[config.mk]
export PLATFORM = sky130hd
export DESIGN_NAME = booth_seq_ctrl
export DESIGN_NICKNAME = d
export VERILOG_FILES = /design/src/rtl/booth_seq_ctrl.sv
export SDC_FILE = /design/constraint.sdc
export NUM_CORES = 1
export LEC_CHECK = 0
export BUFFER_PORTS_ARGS = -buffer_cell sky130_fd_sc_hd__buf_2
export CAP_MARGIN = 20
export CORE_ASPECT_RATIO = 0.7
export CORE_MARGIN = 5
export CORE_UTILIZATION = 44
export CTS_CLUSTER_DIAMETER = 120
export DETAILED_ROUTE_END_ITERATION = 8
export PLACE_DENSITY_LB_ADDON = 0.1
export SYNTH_ARGS = -nofsm -noshare
export SYNTH_HDL_FRONTEND = slang
export SYNTH_SLANG_ARGS = --single-unit
[constraint.sdc]
create_clock -name clk -period 6.9 [get_ports clk]
set_input_delay 0.69 -clock clk [delete_from_list [all_inputs] [get_ports clk]]
set_output_delay 0.69 -clock clk [all_outputs]
set_load 0.02 [all_outputs]
[src/rtl/booth_seq_ctrl.sv]
// Sequencing controller for an iterative radix-2 Booth multiplier (signed WIDTH x WIDTH).
// Latency: WIDTH cycles in RUN after the accepting edge, then the product is held in DONE.
// Backpressure: start is taken only while ready; DONE holds the product until ack (ena gates all).
//
// Ports:
//   clk, rst_n (synchronous, active-low), ena (clock enable for all state)
//   start/a_in/b_in/ready : operand handshake; a_in, b_in sampled on the accepting edge
//   busy                  : high while iterating
//   valid/product/ack     : result handshake; product = {A[WIDTH-1:0], Q}
//
// Optional build macro BOOTH_ZERO_SKIP_EN: a zero operand jumps straight from IDLE to
// DONE with product 0, skipping the iterative run.
module booth_seq_ctrl #(
    parameter int WIDTH = 8
) (
    input  logic                 clk,
    input  logic                 rst_n,
    input  logic                 ena,
    input  logic                 start,
    input  logic [WIDTH-1:0]     a_in,
    input  logic [WIDTH-1:0]     b_in,
    output logic                 ready,
    output logic                 busy,
    output logic                 valid,
    input  logic                 ack,
    output logic [2*WIDTH-1:0]   product
);

    localparam int CW = $clog2(WIDTH + 1);

    typedef enum logic [1:0] {
        IDLE = 2'd0,
        RUN  = 2'd1,
        DONE = 2'd2
    } state_t;

    state_t           state;
    state_t           state_nxt;

    // A and M carry one guard bit so that M = -2^(WIDTH-1) negates without overflow.
    logic [WIDTH:0]   a_reg;
    logic [WIDTH:0]   m_reg;
    logic [WIDTH-1:0] q_reg;
    logic             q_1;
    logic [CW-1:0]    count;

    logic [WIDTH:0]   a_sum;
    logic [WIDTH:0]   a_sh;
    logic [WIDTH-1:0] q_sh;
    logic             q1_sh;
    logic             zero_op;
    logic             last_iter;

`ifdef BOOTH_ZERO_SKIP_EN
    assign zero_op = (a_in == '0) || (b_in == '0);
`else
    assign zero_op = 1'b0;
`endif

    assign last_iter = (count == CW'(1));

    // One Booth step: recode on {Q[0], Q_1}, then arithmetic right shift of {A, Q, Q_1}.
    always_comb begin
        a_sum = a_reg;
        case ({q_reg[0], q_1})
            2'b01:   a_sum = a_reg + m_reg;
            2'b10:   a_sum = a_reg - m_reg;
            default: a_sum = a_reg;
        endcase
        a_sh  = {a_sum[WIDTH], a_sum[WIDTH:1]};
        q_sh  = {a_sum[0], q_reg[WIDTH-1:1]};
        q1_sh = q_reg[0];
    end

    always_ff @(posedge clk) begin
        if (!rst_n) begin
            state <= IDLE;
        end else if (ena) begin
            state <= state_nxt;
        end
    end

    always_comb begin
        state_nxt = state;
        case (state)
            IDLE: begin
                if (start) begin
                    state_nxt = zero_op ? DONE : RUN;
                end
            end
            RUN: begin
                if (last_iter) begin
                    state_nxt = DONE;
                end
            end
            DONE: begin
                // ack wins; start is not sampled here since ready is low.
                if (ack) begin
                    state_nxt = IDLE;
                end
            end
            default: state_nxt = IDLE;
        endcase
    end

    assign ready = (state == IDLE);
    assign busy  = (state == RUN);
    assign valid = (state == DONE);

    always_ff @(posedge clk) begin
        if (!rst_n) begin
            a_reg   <= '0;
            m_reg   <= '0;
            q_reg   <= '0;
            q_1     <= 1'b0;
            count   <= '0;
            product <= '0;
        end else if (ena) begin
            case (state)
                IDLE: begin
                    if (start) begin
                        a_reg <= '0;
                        m_reg <= {a_in[WIDTH-1], a_in};
                        q_reg <= b_in;
                        q_1   <= 1'b0;
                        count <= CW'(WIDTH);
                        if (zero_op) begin
                            product <= '0;
                        end
                    end
                end
                RUN: begin
                    a_reg <= a_sh;
                    q_reg <= q_sh;
                    q_1   <= q1_sh;
                    count <= count - CW'(1);
                    // Capture the result on the final iteration so it is stable throughout DONE.
                    if (last_iter) begin
                        product <= {a_sh[WIDTH-1:0], q_sh};
                    end
                end
                default: begin
                end
            endcase
        end
    end

endmodule

==> results.json <==
{
  "clkTransAtPathRegs_ns": 0.09,
  "drt_iter0_drc": 78,
  "coreArea_um2": 5340,
  "post-route-util": 0.516,
  "ff2ff_path_depth": 9,
  "clock_sinks": 47,
  "io_buffers": 39,
  "vdd_ir_drop_max_v": 0.0000874,
  "crit_required_ns": 7.15,
  "dp_hpwl_um": 4080,
  "antennaDiodeCount": 0,
  "die-height_um": 72.6,
  "nFillCells": 528,
  "synth_area_leaders": "dfxtp_1 38%, nand2_1 9.3%, ha_1 6.1%",
  "fin_crit_ns": 2.74,
  "ctsResizeCount": 0,
  "die_x_um": 99.5,
  "layoutNonFillerInstCount": 411,
  "cts_root_buf": "clkbuf_8",
  "die_area_um2": 7220,
  "r2r_slack_ns": 4.16,
  "whs_path_depth": 2,
  "ys_ff_latch": 47,
  "holdPathEnd": "product[1]$_SDFFE_PN0P_",
  "drtAntennaViolNets": 0,
  "grt_pass1_wl_um": 9470,
  "power_density_nw_per_um2": 219,
  "globalplace.congestion": 0.876,
  "hold_violations": 0,
  "rsz0062_at_grt": "no",
  "post_drt_wl_per_cell_um": 13.5,
  "grt_pass1_vias": 1966,
  "ys_warn_count": 0,
  "async_flop_share": 0,
  "min_path_type": "register to register",
  "grt_usage": 0.164,
  "synth-seq-area-share": 0.382,
  "grt.met1_usage": 0.240,
  "ios": 40,
  "finalClockSkew_ns": 0.00964,
  "startpoint_type": "register",
  "cap_viol_max_count": 0,
  "via_per_inst": 5.11,
  "clk_latency_ns": 0.31,
  "r2r_end": "a_reg[7]$_SDFFE_PN0P_",
  "gr-usage-met2": 0.240,
  "yosys.area.top_type": "dfxtp_1",
  "rows": 22,
  "worstMarginPinSlew_ns": 0.905,
  "regMostFlops": "product",
  "synthDistinctLibCells": 46,
  "grt_antenna_before_repair": 0,
  "final_max_slew_viol_count": 0,
  "cp.arrival_ns": 2.99,
  "ys.flop_type": "dfxtp_1",
  "top_usage_layer": "met1",
  "largest_reg_flops": 16,
  "postCtsSetupRepairBufs": 0,
  "final_net_count": 372,
  "finalCritPeriodShare": 0.397,
  "status": "finished, final reports clean",
  "rr_startpoint": "q_reg[0]$_SDFFE_PN0P_",
  "cp_max_fo": 8,
  "cts_buffers": 5,
  "crit_path_start": "q_reg[0]$_SDFFE_PN0P_",
  "drt_wl_total_um": 5530,
  "num_vias": 2102,
  "synth_most_common_cell": "nand2_1",
  "syn2layout_area_growth_pct": 11.7,
  "htree_levels": 2,
  "slew_headroom": 0.393,
  "cts_hold_buf": 0,
  "grt_use_met3": 0.0363,
  "synth_area_um2": 2460,
  "final.setup.tns_ns": 0,
  "post-route-drc-count": 0,
  "placed_cells": 403,
  "synth_fp_nets": 343,
  "drive_gt1_frac": 0.165,
  "yosys-top-cells-count": "61 x nand2_1, 47 x dfxtp_1, 30 x nor2_1",
  "fmaxAchievable_ghz": 0.365,
  "synthCells": 309,
  "grt_overflow_total": 0,
  "synth-edff-count": 0,
  "leakagePower_nw": 1.13,
  "end_kind": "register",
  "cts_tree": "done",
  "syn_avg_cell_area_um2": 7.98,
  "critical_path_class": "register to register",
  "setup_violations": 0,
  "start_util": 0.462,
  "clockBufferDepth": 2,
  "grt_start_max_net_pins": 28,
  "drt_first_pass_iters": 4,
  "synth_top_area_frac": 0.382,
  "hold_start": "product[1]$_SDFFE_PN0P_"
}
-- per-stage QoR --
stage / setup WS, ns / area, um^2 / hold slack [ns] / power [mW]
after CTS: 4.16 / 2750 / 0.457 / 0.610
after detailed placement: 4.20 / 2670 / 0.445 / 0.440
after global routing: 3.99 / 2750 / 0.477 / 0.643
after global placement: 4.20 / 2670 / 0.443 / 0.439
after floorplan: 4.40 / 2460 / 0.444 / 0.411
final: 4.16 / 2750 / 0.457 / 0.604
-- where the power goes --
part | switching, mW | internal (mW) | total [mW]
sequential | 0.0107 | 0.282 | 0.293
clock | 0.0985 | 0.0715 | 0.170
combinational | 0.0807 | 0.0606 | 0.141
total | 0.190 | 0.414 | 0.604
-- worst max path at each step --
stage	end	slack (ns)	depth (start not counted)
floorplan	a_reg[7]$_SDFFE_PN0P_	4.40	10
finish	a_reg[7]$_SDFFE_PN0P_	4.16	9
global placement	a_reg[7]$_SDFFE_PN0P_	4.20	9
global route	product[14]$_SDFFE_PN0P_	3.99	9
detailed placement	a_reg[7]$_SDFFE_PN0P_	4.20	9
CTS	a_reg[7]$_SDFFE_PN0P_	4.16	9
-- critical path: stages (launching register included) --
cell and delay [ns]:
dfxtp_1 0.37, ha_1 0.33, mux2_2 0.40, fa_1 0.43, nand2b_1 0.16, a21oi_1 0.29
a21oi_2 0.11, mux2i_2 0.18, or3_1 0.35, nand3_1 0.07
-- metal layers --
metal,part of all wire,wire length (um),vias to the layer above
met1,0.53,2930,935
met2,0.41,2290,38
met4,0.013,72,0
li1,-,-,1121
met3,0.043,240,8
met5,0,0,-
-- final cells by class --
class | count | area, um^2 | area share
sequential | 47 | 941 | 0.342
clock inverter | 3 | 18.8 | 0.00682
multi-input combinational | 233 | 1400 | 0.507
inverter | 12 | 45.0 | 0.0164
tap | 72 | 90.1 | 0.0327
clock buffer | 5 | 68.8 | 0.0250
timing repair buffer | 39 | 195 | 0.0709
-- logic make-up after synthesis --
family / after synthesis / share of synthesized area
buf+inv: 29 / 0.0523
flops: 47 / 0.382
xor+xnor: 14 / 0.0497
fa+ha+maj: 13 / 0.0690
compound gates: 70 / 0.182
mux: 6 / 0.0264
simple gates: 130 / 0.239
-- cells in the final DEF, fill, tap and decap left out, types with 3 or more instances in the layout --
cell	instances
nand2_1	61
dfxtp_1	47
buf_2	39
nor2_1	30
a21oi_1	20
ha_1	12
inv_1	11
xnor2_1	11
nand3_1	10
a21boi_1	9
o21ai_1	8
a311oi_1	8
nor3_1	6
o21ai_0	6
a22oi_1	5
clkbuf_8	5
and2_1	4
mux2i_1	4
nand2b_1	3
a31oi_1	3
and3_1	3
o21a_1	3
xor2_1	3
No activity file was read; power rests on OpenSTA's default activity.
